$ cat config.mk
export PLATFORM = sky130hd
export DESIGN_NAME = alu_share_ctrl_flat
export DESIGN_NICKNAME = d
export VERILOG_FILES = /design/src/rtl/alu_ctrl_pkg.sv /design/src/rtl/alu_share_ctrl_if.sv /design/src/rtl/rr_arbiter2.sv /design/src/rtl/alu_share_ctrl.sv /design/src/flat_wrapper.sv
export SDC_FILE = /design/constraint.sdc
export NUM_CORES = 1
export LEC_CHECK = 0
export CAP_MARGIN = 20
export CORE_MARGIN = 4
export CORE_UTILIZATION = 43
export DETAILED_ROUTE_END_ITERATION = 8
export PLACE_DENSITY = 0.87
export SLEW_MARGIN = 10
export SYNTH_ARGS = -nofsm -noshare
export SYNTH_HDL_FRONTEND = slang
export SYNTH_SLANG_ARGS = --single-unit
export TNS_END_PERCENT = 20
$ cat constraint.sdc
create_clock -name clk -period 5 [get_ports clk]
set_input_delay 1 -clock clk [delete_from_list [all_inputs] [get_ports clk]]
set_output_delay 1 -clock clk [all_outputs]
set_load 0.01 [all_outputs]
$ cat src/rtl/alu_ctrl_pkg.sv
// Shared constants for the shared-ALU sequencer: ALU op-codes, FSM states,
// and the width of the settle counter.
package alu_ctrl_pkg;

  localparam int CNT_W = 4;

  localparam logic [2:0] ADD  = 3'd0;
  localparam logic [2:0] SUB  = 3'd1;
  localparam logic [2:0] XOR  = 3'd2;
  localparam logic [2:0] SLT  = 3'd3;
  localparam logic [2:0] AND  = 3'd4;
  localparam logic [2:0] NAND = 3'd5;
  localparam logic [2:0] NOR  = 3'd6;
  localparam logic [2:0] OR   = 3'd7;

  typedef enum logic [1:0] {
    IDLE    = 2'd0,
    SETTLE  = 2'd1,
    CAPTURE = 2'd2
  } state_e;

endpackage

$ cat src/rtl/alu_share_ctrl_if.sv
// Bundles both requester channels, the ALU datapath connection and the response bus.
// The "slave" modport is the controller's view; "master" is the surrounding logic.
interface alu_share_ctrl_if #(
  parameter int WIDTH = 32,
  parameter int OPW   = 3
);
  logic             req0_valid;
  logic             req0_ready;
  logic [OPW-1:0]   req0_op;
  logic [WIDTH-1:0] req0_a;
  logic [WIDTH-1:0] req0_b;

  logic             req1_valid;
  logic             req1_ready;
  logic [OPW-1:0]   req1_op;
  logic [WIDTH-1:0] req1_a;
  logic [WIDTH-1:0] req1_b;

  logic [WIDTH-1:0] alu_a;
  logic [WIDTH-1:0] alu_b;
  logic [OPW-1:0]   alu_op;
  logic [WIDTH-1:0] alu_result;
  logic             alu_carryout;
  logic             alu_zero;
  logic             alu_overflow;

  logic             resp_valid;
  logic             resp_id;
  logic [WIDTH-1:0] resp_result;
  logic             resp_carryout;
  logic             resp_zero;
  logic             resp_overflow;
  logic             busy;

  modport slave (
    input  req0_valid, req0_op, req0_a, req0_b,
    output req0_ready,
    input  req1_valid, req1_op, req1_a, req1_b,
    output req1_ready,
    output alu_a, alu_b, alu_op,
    input  alu_result, alu_carryout, alu_zero, alu_overflow,
    output resp_valid, resp_id, resp_result, resp_carryout, resp_zero, resp_overflow,
    output busy
  );

  modport master (
    output req0_valid, req0_op, req0_a, req0_b,
    input  req0_ready,
    output req1_valid, req1_op, req1_a, req1_b,
    input  req1_ready,
    input  alu_a, alu_b, alu_op,
    output alu_result, alu_carryout, alu_zero, alu_overflow,
    input  resp_valid, resp_id, resp_result, resp_carryout, resp_zero, resp_overflow,
    input  busy
  );

endinterface

$ cat src/rtl/rr_arbiter2.sv
// Two-way round-robin arbiter: on a tie the requester that did not win last time is granted.
module rr_arbiter2 (
  input  logic [1:0] valid,
  input  logic       last_grant,
  input  logic       enable,
  output logic [1:0] grant
);

  always_comb begin
    grant = 2'b00;
    if (enable) begin
      if (valid == 2'b11) begin
        grant = last_grant ? 2'b01 : 2'b10;
      end else begin
        grant = valid;
      end
    end
  end

endmodule

$ cat src/rtl/alu_share_ctrl.sv
// Shares one slow combinational ALU between two requesters: latches an op, holds it
// for SETTLE_CYCLES so the gate ripple completes, then captures and tags the result.
module alu_share_ctrl
  import alu_ctrl_pkg::*;
#(
  parameter int WIDTH         = 32,
  parameter int OPW           = 3,
  parameter int SETTLE_CYCLES = 4
) (
  input logic             clk,
  input logic             rst_n,
  alu_share_ctrl_if.slave bus
);

  localparam logic [CNT_W-1:0] CNT_LOAD = CNT_W'(SETTLE_CYCLES - 1);

  state_e           state_q, state_d;
  logic [CNT_W-1:0] cnt_q, cnt_d;
  logic             grant_id_q, grant_id_d;
  logic             last_grant_q, last_grant_d;
  logic [WIDTH-1:0] alu_a_q, alu_a_d;
  logic [WIDTH-1:0] alu_b_q, alu_b_d;
  logic [OPW-1:0]   alu_op_q, alu_op_d;
  logic             resp_valid_q, resp_valid_d;
  logic             resp_id_q, resp_id_d;
  logic [WIDTH-1:0] resp_result_q, resp_result_d;
  logic             resp_carryout_q, resp_carryout_d;
  logic             resp_zero_q, resp_zero_d;
  logic             resp_overflow_q, resp_overflow_d;
  logic [1:0]       grant;

  // Arbitration only runs in IDLE, so readies drop to zero whenever the ALU is occupied.
  rr_arbiter2 u_arb (
    .valid      ({bus.req1_valid, bus.req0_valid}),
    .last_grant (last_grant_q),
    .enable     (state_q == IDLE),
    .grant      (grant)
  );

  always_comb begin
    state_d         = state_q;
    cnt_d           = cnt_q;
    grant_id_d      = grant_id_q;
    last_grant_d    = last_grant_q;
    alu_a_d         = alu_a_q;
    alu_b_d         = alu_b_q;
    alu_op_d        = alu_op_q;
    resp_valid_d    = 1'b0;
    resp_id_d       = resp_id_q;
    resp_result_d   = resp_result_q;
    resp_carryout_d = resp_carryout_q;
    resp_zero_d     = resp_zero_q;
    resp_overflow_d = resp_overflow_q;

    case (state_q)
      IDLE: begin
        if (grant != 2'b00) begin
          alu_a_d    = grant[1] ? bus.req1_a  : bus.req0_a;
          alu_b_d    = grant[1] ? bus.req1_b  : bus.req0_b;
          alu_op_d   = grant[1] ? bus.req1_op : bus.req0_op;
          grant_id_d = grant[1];
          cnt_d      = CNT_LOAD;
          state_d    = SETTLE;
        end
      end
      SETTLE: begin
        if (cnt_q == '0) begin
          state_d = CAPTURE;
        end else begin
          cnt_d = cnt_q - CNT_W'(1);
        end
      end
      CAPTURE: begin
        resp_result_d   = bus.alu_result;
        resp_carryout_d = bus.alu_carryout;
        resp_zero_d     = bus.alu_zero;
        resp_overflow_d = bus.alu_overflow;
        resp_id_d       = grant_id_q;
        resp_valid_d    = 1'b1;
        last_grant_d    = grant_id_q;
        state_d         = IDLE;
      end
      default: state_d = IDLE;
    endcase
  end

  always_ff @(posedge clk or negedge rst_n) begin
    if (!rst_n) begin
      state_q         <= IDLE;
      cnt_q           <= '0;
      grant_id_q      <= 1'b0;
      last_grant_q    <= 1'b1;
      alu_a_q         <= '0;
      alu_b_q         <= '0;
      alu_op_q        <= '0;
      resp_valid_q    <= 1'b0;
      resp_id_q       <= 1'b0;
      resp_result_q   <= '0;
      resp_carryout_q <= 1'b0;
      resp_zero_q     <= 1'b0;
      resp_overflow_q <= 1'b0;
    end else begin
      state_q         <= state_d;
      cnt_q           <= cnt_d;
      grant_id_q      <= grant_id_d;
      last_grant_q    <= last_grant_d;
      alu_a_q         <= alu_a_d;
      alu_b_q         <= alu_b_d;
      alu_op_q        <= alu_op_d;
      resp_valid_q    <= resp_valid_d;
      resp_id_q       <= resp_id_d;
      resp_result_q   <= resp_result_d;
      resp_carryout_q <= resp_carryout_d;
      resp_zero_q     <= resp_zero_d;
      resp_overflow_q <= resp_overflow_d;
    end
  end

  assign bus.req0_ready    = grant[0];
  assign bus.req1_ready    = grant[1];
  assign bus.alu_a         = alu_a_q;
  assign bus.alu_b         = alu_b_q;
  assign bus.alu_op        = alu_op_q;
  assign bus.resp_valid    = resp_valid_q;
  assign bus.resp_id       = resp_id_q;
  assign bus.resp_result   = resp_result_q;
  assign bus.resp_carryout = resp_carryout_q;
  assign bus.resp_zero     = resp_zero_q;
  assign bus.resp_overflow = resp_overflow_q;
  assign bus.busy          = (state_q == SETTLE) || (state_q == CAPTURE);

endmodule

$ cat src/flat_wrapper.sv
// flat-port wrapper written by rule: the top's interface ports become plain ports
module alu_share_ctrl_flat import alu_ctrl_pkg::*;
#(
  parameter int WIDTH         = 32,
  parameter int OPW           = 3,
  parameter int SETTLE_CYCLES = 4
)
  (clk, rst_n, bus_req0_valid, bus_req0_op, bus_req0_a, bus_req0_b, bus_req0_ready, bus_req1_valid, bus_req1_op, bus_req1_a, bus_req1_b, bus_req1_ready, bus_alu_a, bus_alu_b, bus_alu_op, bus_alu_result, bus_alu_carryout, bus_alu_zero, bus_alu_overflow, bus_resp_valid, bus_resp_id, bus_resp_result, bus_resp_carryout, bus_resp_zero, bus_resp_overflow, bus_busy);
  alu_share_ctrl_if #(.WIDTH(WIDTH), .OPW(OPW)) bus_i ();
  input logic clk;
  input logic rst_n;
  input wire logic [$bits(bus_i.req0_valid)-1:0] bus_req0_valid;
  input wire logic [$bits(bus_i.req0_op)-1:0] bus_req0_op;
  input wire logic [$bits(bus_i.req0_a)-1:0] bus_req0_a;
  input wire logic [$bits(bus_i.req0_b)-1:0] bus_req0_b;
  output wire logic [$bits(bus_i.req0_ready)-1:0] bus_req0_ready;
  input wire logic [$bits(bus_i.req1_valid)-1:0] bus_req1_valid;
  input wire logic [$bits(bus_i.req1_op)-1:0] bus_req1_op;
  input wire logic [$bits(bus_i.req1_a)-1:0] bus_req1_a;
  input wire logic [$bits(bus_i.req1_b)-1:0] bus_req1_b;
  output wire logic [$bits(bus_i.req1_ready)-1:0] bus_req1_ready;
  output wire logic [$bits(bus_i.alu_a)-1:0] bus_alu_a;
  output wire logic [$bits(bus_i.alu_b)-1:0] bus_alu_b;
  output wire logic [$bits(bus_i.alu_op)-1:0] bus_alu_op;
  input wire logic [$bits(bus_i.alu_result)-1:0] bus_alu_result;
  input wire logic [$bits(bus_i.alu_carryout)-1:0] bus_alu_carryout;
  input wire logic [$bits(bus_i.alu_zero)-1:0] bus_alu_zero;
  input wire logic [$bits(bus_i.alu_overflow)-1:0] bus_alu_overflow;
  output wire logic [$bits(bus_i.resp_valid)-1:0] bus_resp_valid;
  output wire logic [$bits(bus_i.resp_id)-1:0] bus_resp_id;
  output wire logic [$bits(bus_i.resp_result)-1:0] bus_resp_result;
  output wire logic [$bits(bus_i.resp_carryout)-1:0] bus_resp_carryout;
  output wire logic [$bits(bus_i.resp_zero)-1:0] bus_resp_zero;
  output wire logic [$bits(bus_i.resp_overflow)-1:0] bus_resp_overflow;
  output wire logic [$bits(bus_i.busy)-1:0] bus_busy;
  assign bus_i.req0_valid = bus_req0_valid;
  assign bus_i.req0_op = bus_req0_op;
  assign bus_i.req0_a = bus_req0_a;
  assign bus_i.req0_b = bus_req0_b;
  assign bus_req0_ready = bus_i.req0_ready;
  assign bus_i.req1_valid = bus_req1_valid;
  assign bus_i.req1_op = bus_req1_op;
  assign bus_i.req1_a = bus_req1_a;
  assign bus_i.req1_b = bus_req1_b;
  assign bus_req1_ready = bus_i.req1_ready;
  assign bus_alu_a = bus_i.alu_a;
  assign bus_alu_b = bus_i.alu_b;
  assign bus_alu_op = bus_i.alu_op;
  assign bus_i.alu_result = bus_alu_result;
  assign bus_i.alu_carryout = bus_alu_carryout;
  assign bus_i.alu_zero = bus_alu_zero;
  assign bus_i.alu_overflow = bus_alu_overflow;
  assign bus_resp_valid = bus_i.resp_valid;
  assign bus_resp_id = bus_i.resp_id;
  assign bus_resp_result = bus_i.resp_result;
  assign bus_resp_carryout = bus_i.resp_carryout;
  assign bus_resp_zero = bus_i.resp_zero;
  assign bus_resp_overflow = bus_i.resp_overflow;
  assign bus_busy = bus_i.busy;
  alu_share_ctrl #(.WIDTH(WIDTH), .OPW(OPW), .SETTLE_CYCLES(SETTLE_CYCLES)) u_core (.clk(clk), .rst_n(rst_n), .bus(bus_i));
endmodule
==> summary.md, run 1 <==
The run finished with clean final reports. The global-route wire length before repair is 26.1 mm, and the async set-or-reset flop fraction in the synthesized netlist is 100%. Summed over all nets, the switching power comes to 1.80 mW. The master cell of the clock root buffer was clkbuf_16.

The power density over cell area works out to 587 mW/mm². The global placer's final weighted congestion is 0.779. Sequential cells account for 32.6% of the total power. Walking the worst path, the cells encountered are clkdlybuf4s50_1, nand2_4, nor2_1, clkdlybuf4s50_1. The final-report hold violation count is 0.

The average via count per standard cell is 5.19. The number of synthesized register bits came out at 112. The die boundary width was 119 µm. For the number of antenna violations at the first check in global routing, the log shows 0.

The most frequently used flop master after synthesis was dfrtp_1. Once the clock tree was built, the resizer swapped 0 gates to a different size. The total global-route track usage is 22.9%, and the maximum net fanout on the critical path is 5. The cell-internal power is 3.20 mW. The run gives 16.3 mm as the final wirelength. For this design the static power due to leakage is 3.33 nW.

The die covers 0.0142 mm². The filler cell count was 854; the combinational group share of total power was 51.5%. The share of the synthesized area in the top cell type works out to 52.1%.

Yosys mapped a number of flops with a built-in enable equal to 0. The die extent in y came out at 119 µm. The number of nets in the layout is 938. Synthesis handed over a netlist of 514 instances. After the first detailed-routing iteration, the DRC count stood at 220. The logs give 0 for the remaining routing DRC violations and 0 for the number of nets with antenna violations after detailed routing.

Once placement completed, the tool counted placed cells totaling 917. Summed over all nets, the half-perimeter wirelength after detailed placement is 12.0 mm. Subtracting the final worst setup slack from the clock period gives 3400 ps.

The run gives 5042 as the number of global-route vias before repair. The final cell count without fillers is 934. On the final layout, the worst clock skew is 8.65 ps.

Routed wire length per instance: 17.5 µm. The measured slew at the worst slew-check pin works out to 1080 ps. The class of the most critical hold timing path is flip-flop to flip-flop. Once the floorplan was initialized, standard cells occupied 44.2% of the core. The run gives 0 as the number of warning messages in the yosys log. The kind of start point of the critical path is an input port. The H-tree was split into 3 levels.

Cells fill 70.6% of the core in the end. In this run, CTS created clock tree buffers numbering 9. The run gives 112 as the number of clock sinks.

After floorplanning, the core was sized to cover 0.0121 mm². By area the synthesized netlist is led by dfrtp_1 (52%), or3b_1 (11%), a31oi_1 (8.0%). The synthesized design spends more area on one cell type than any other, namely dfrtp_1. The number of distinct library cells after synthesis was 32; the relative area change from synthesis to final layout was 59.7%. For the data arrival time of the worst path, the log shows 2400 ps.

The clock latency on the worst-skew pair was 350 ps. The longest clock path from root to sink contains 2 buffers. Setup violations remaining at the end of the flow were counted as 0. The synthesized area per cell works out to 10.4 µm². Entering global routing, the biggest net connects 136 pins. Clock-pin slew was measured on the worst setup and hold paths at 70 ps. In the layout the commonest cells are clkdlybuf4s50_1 (278), dfrtp_1 (111), or3b_1 (69), nor2_1 (69), a31oi_1 (68). The buffer and inverter count on the worst path is 2, and the number of port buffers is 279.

In the final timing run, aggregate negative setup slack is 0 ps. In this design, the stage delay of the slowest critical-path cell is 610 ps. The number of hold buffers added after CTS was 0. The logs give 40 for the row count and 4849 for the count of vias placed by the detailed router. The number of slew-limit violations in the final report came out at 0. The library cell used most frequently in the layout, excluding fill and tap cells, is clkdlybuf4s50_1. In the finished design, the share of the clock period the worst path needs comes to 67.9%.

The run gives 0.00533 mm² as the synthesized cell area. TritonCTS built the clock tree. The worst setup path is of the input port to output port kind.

Kind of end point of the critical path: an output port. Max-cap violations in this run came to 0. Kind of cell with the highest combined delay on the critical path: buffers and inverters.

Number of antenna diodes: 0. Setup repair after global routing left no endpoint under its margin. Of the cells placed in the final design, the portion with a size suffix greater than 1 is 8.22%. Static timing analysis puts the maximum clock frequency at 0.294 GHz. For the number of iterations in the first detailed-routing pass, the log shows 4. The tools report the worst max-slew margin expressed relative to the limit as 28.0%. The total nets after synthesis was 691; the clock share of power was 15.9%. The peak ir drop on the vdd network was 0.286 mV; the switching power share of the total was 36.1%.

The required time reported for the critical path endpoint is 4000 ps, and the post-CTS repair timing setup buffer count is 0. The run gives 280 as the count of boundary I/O pins. Cell type of the slowest stage on the worst timing path: clkdlybuf4s50_1. For the post-synthesis sequential area ratio, the log shows 52.6%. The global route total overflow was 0.

In this design, the critical path's most frequently occurring cell is clkdlybuf4s50_1.
==> area by class of cell <==
| cell class | instances | area, µm² | area share (%) |
|---|---|---|---|
| clock inverter | 6 | 91.3 | 1.07 |
| sequential | 112 | 2800 | 32.9 |
| inverter | 8 | 30.0 | 0.353 |
| tap | 168 | 210 | 2.47 |
| clock buffer | 10 | 239 | 2.81 |
| multi-input combinational | 344 | 2280 | 26.7 |
| timing repair buffer | 286 | 2870 | 33.7 |
==> cells in the mapped netlist (2+ instances only) <==
cell type	number
dfrtp_1	111
nor2_1	69
or3b_1	69
a31oi_1	68
o21ai_0	55
mux2_2	35
clkbuf_1	27
o21ai_1	18
buf_1	9
buf_2	9
inv_1	8
buf_6	4
ha_1	4
nand2_1	4
a21oi_1	3
nor2b_1	3
and2_1	2
nand4_1	2
==> kinds of logic (layout without fill, tap and decap cells) <==
| logic type | count (synthesis) | after routing | share of synthesized area (%) |
|---|---|---|---|
| DFF | 112 | 112 | 52.6 |
| and+or+nand+nor | 154 | 154 | 17.9 |
| muxes | 36 | 36 | 7.58 |
| AOI/OAI and AO/OA | 150 | 150 | 16.0 |
| buffers and inverters | 58 | 310 | 4.93 |
| adders and majority gates | 4 | 4 | 0.939 |
==> worst paths after layout <==
| check | start | end | slack [ps] | depth (start not counted) |
|---|---|---|---|---|
| setup / recovery | bus_req1_valid | bus_req1_ready | 1600 | 4 |
| hold / removal | u_core.bus.resp_result[12] | u_core.bus.resp_result[12] | 500 | 1 |
| setup reg to reg | u_core.state_q[0] | u_core.bus.alu_a[9] | 2630 | 6 |
| hold reg to reg | u_core.bus.resp_result[12] | u_core.bus.resp_result[12] | 500 | 1 |
| max in group asynchronous | rst_n | u_core.bus.resp_result[10] | 3440 | 2 |
| min in group asynchronous | rst_n | u_core.bus.resp_result[22] | 700 | 1 |
==> per-layer routing <==
metal,GRT usage (%),share of wire (%),vias up
met5,0,0,-
met4,10.7,3.4,0
met3,5.27,6.8,35
met2,40.8,52,201
met1,26.0,38,2263
li1,-,-,2350
==> per-stage QoR <==
step | power [mW] | setup slack (ps) | cell area (µm²) | hold slack [ps]
after global placement | 4.11 | 1610 | 8160 | 484
final | 5.00 | 1600 | 8520 | 505
after detailed placement | 4.23 | 1610 | 8160 | 495
after CTS | 5.04 | 1600 | 8490 | 511
after floorplan | 2.94 | 2380 | 5330 | 467
after global routing | 5.35 | 1540 | 8520 | 525
==> registers in the layout, summed over array words and instances, names as in the netlist <==
name,cells
u_core.cnt_q,4
u_core.state_q,2
u_core.last_grant_q,1
u_core.bus.alu_op,3
u_core.bus.resp_id,1
u_core.bus.resp_carryout,1
u_core.bus.resp_zero,1
u_core.bus.resp_valid,1
u_core.bus.alu_a,32
u_core.bus.alu_b,32
u_core.grant_id_q,1
u_core.bus.resp_result,32
u_core.bus.resp_overflow,1
==> power by group through the flow <==
stage / registers (mW) / clock network [mW] / logic [mW]
floorplan: 1.81 / 0 / 1.13
global placement: 1.61 / 0 / 2.50
detailed placement: 1.64 / 0 / 2.59
CTS: 1.63 / 0.804 / 2.60
global route: 1.69 / 0.843 / 2.82
finish: 1.63 / 0.795 / 2.58
Power figures use the tool's default switching activity.
==> inputs of run 2 (changes only) <==
Settings changed: CORE_UTILIZATION 43 to 36, PLACE_DENSITY 0.87 to 0.77.
Clock period 5 ns to 2.82 ns, I/O delays scaled along.
==> run 2 against run 1 <==
Non-clock buffer count up 1. Core utilization is 12 points lower. Via count is 0.70% lower. Clock-buffer cell count unchanged.
==> summary.md, run 2 (same netlist as run 1, synthesis figures left out) <==
The run finished with clean final reports. The count of max-cap constraint violations came out at 0. Data on the critical path arrives at its endpoint at 2070 ps.

Design area: 0.00856 mm². Hold repair after CTS inserted 0 buffers. Leading cell type in the layout, fill and taps excluded: clkdlybuf4s50_1. The slowest stage of the critical path is the clkdlybuf4s50_1 cell.

The path class of the tightest hold or removal check is input port to async pin. Kind of start point of the critical path: a flip-flop. The required time reported for the critical path endpoint is 2260 ps. Master cell of the clock root buffer: clkbuf_16. The clock passes through at most 2 buffers.

The H-tree was split into 3 levels. Of the available clock period, the critical path in the final layout requires 93.4%. In the final timing run, aggregate negative setup slack is 0 ps. In the routed layout, each cell is associated on average with a via count of 5.06. Relative to the synthesized area, the layout overhead comes to 60.5%.

In this design, the stage delay of the slowest critical-path cell is 580 ps. The logs give 0 for the number of antenna violations at the first check in global routing and 3.16 mW for the net switching power figure. The time the worst path needs with I/O delays and setup came out at 2630 ps. The worst-case IR drop observed on VDD is 0.455 mV. For the worst-case register-to-register setup slack, the log shows 850 ps. Cells fill 58.9% of the core in the end. The net count of the finished layout is 939.

In the final routed layout, each cell accounts on average for 16.7 µm. The analysis attributes to cell leakage a power of 3.33 nW. The clock latency on the worst-skew pair is 350 ps. Counting buffers and inverters, the worst setup path is 5 cells deep. Buffers added to address setup during post-CTS repair amount to 0. The clock drives 112 sinks. Summing all placed instances gives a cell area of 0.00828 mm². The die extent in y was 130 µm; the first-iteration detailed-routing DRC count was 234. The filler cell count came out at 1234. The critical path contains buffers and inverters numbering 2 combined. The tools report the count of vias placed by the detailed router as 4815.

The critical path goes through inv_1, ha_1, nand2_4, nor2_1, clkdlybuf4s50_1. Among cell families on the critical path, the largest total delay comes from buffers and inverters. Setup repair after global routing left no endpoint under its margin. TritonCTS built the clock tree.

The placeable core region is 0.0145 mm². For the number of global-route vias before repair, the log shows 4831. The critical path starts at u_core.state_q[0]. The congestion estimate from routability-driven global placement came to 0.833. The number of instances resized during post-cts repair was 0; the global-route wire length before repair was 24.2 mm. The tools report the row count as 44. The first detailed-routing pass ran for 4 iterations. The critical path in this run is classified as flip-flop to output port. For the worst flop-to-flop path, the logic depth is 6.

The number of slew-limit violations in the final report is 0. The tools report the global route total overflow as 0. Summing internal, switching and leakage power gives 8.74 mW. In this run, flip-flops and latches consume 32.8% of the power. Across every metal layer, demand over resource in global routing totals 18.1%.

In this run, the combinational gates consume 53.3% of the power. Detailed placement finished with a half-perimeter wire length of 11.7 mm. The logs give 0 for the final-report setup violation count and 10.4 ps for the worst setup skew after layout.

The number of port buffers is 279. For this block, the routed nets add up to 15.8 mm of wire. The final critical-path setup slack was 185 ps; the sequential cell area was 0.00280 mm². The most critical setup path has its endpoint at bus_req1_ready.

The run gives 280 as the count of boundary I/O pins. The tools report the end of the worst register-to-register path as u_core.bus.alu_a[23]. For this run, the top clock speed supported by timing is 0.380 GHz.

The logs give 13.9% for the clock share of power and 36.7% for the effective utilization at floorplan. The largest net degree at the start of global routing came out at 136. The die footprint is 0.0168 mm², and the maximum net fanout on the critical path is 7. The worst pin sits at a relative slew slack of 50.0%. The number of nets with antenna violations after detailed routing was 0; the final-report hold violation count was 0. The multi-input gate area in the final layout was 0.00228 mm²; the measured slew at the worst slew-check pin was 750 ps. Of the cells placed in the final design, the portion with a size suffix greater than 1 is 8.34%.

The number of antenna diodes is 0. The worst register-to-register path begins at u_core.state_q[0]. Leaving out fill and tap cells, the most frequent cells in the layout are clkdlybuf4s50_1 (278), dfrtp_1 (111), or3b_1 (69), nor2_1 (69), a31oi_1 (68). The worst setup path is captured at an output port.

The number of clock buffers added by TritonCTS is 9. The die boundary width is 130 µm. The placement-stage worst setup slack is 237 ps. The cell-internal power was 5.58 mW; the remaining routing DRC violations was 0. The power density over cell area is 1020 mW/mm².

The clock-pin slew on the worst setup and hold paths works out to 80 ps. Net switching is 36.2% of the power.
run 2: cell count changes in the layout (fill, tap and decap cells not counted), sizes merged:
cell / previous run / this run
buf: 8 / 9
bufinv: 2 / 0
clkinv: 0 / 1
clkinvlp: 3 / 4
run 2: power groups by stage:
stage / Sequential (mW) / Combinational [mW] / Clock (mW)
after floorplan: 3.20 / 2.00 / 0
after global placement: 2.85 / 4.60 / 0
after detailed placement: 2.90 / 4.72 / 0
after CTS: 2.88 / 4.73 / 1.26
after global routing: 2.97 / 5.07 / 1.33
final: 2.86 / 4.66 / 1.22
run 2: how the worst min path moves through the flow:
stage,end,slack [ps],depth (start not counted)
after global routing,u_core.bus.resp_result[25],170,1
final,u_core.bus.resp_result[25],150,1
after CTS,u_core.bus.resp_result[25],140,1
after detailed placement,u_core.bus.resp_result[7],500,1
after floorplan,u_core.bus.alu_a[0],270,0
after global placement,u_core.bus.resp_result[2],490,1
run 2: worst reg2reg max path, delay by kind of cell, from the launching register on:
family                     cells  cell delay (ps)
and+or+nand+nor                2              620
adders and majority gates      1              360
buffers and inverters          2              320
DFF                            1              390
AOI/OAI and AO/OA              1              190
run 2: cell type report:
cell class	count	share of cell area, %
Multi-Input combinational cell	344	26.6
Timing Repair Buffer	287	34.3
Inverter	8	0.351
Clock buffer	10	2.79
Clock inverter	6	0.512
Sequential cell	112	32.8
Tap cell	184	2.69
run 2: through the flow:
step	hold WS (ps)	cells
after floorplan	268	514
after global placement	489	935
after detailed placement	495	935
after CTS	144	951
after global routing	167	951
final	151	951
run 2: routing by layer:
layer / part of all wire, % / global-route usage (%)
met1: 38 / 20.7
met2: 50 / 31.7
met3: 8.2 / 5.08
met4: 3.1 / 8.25
met5: 0 / 0
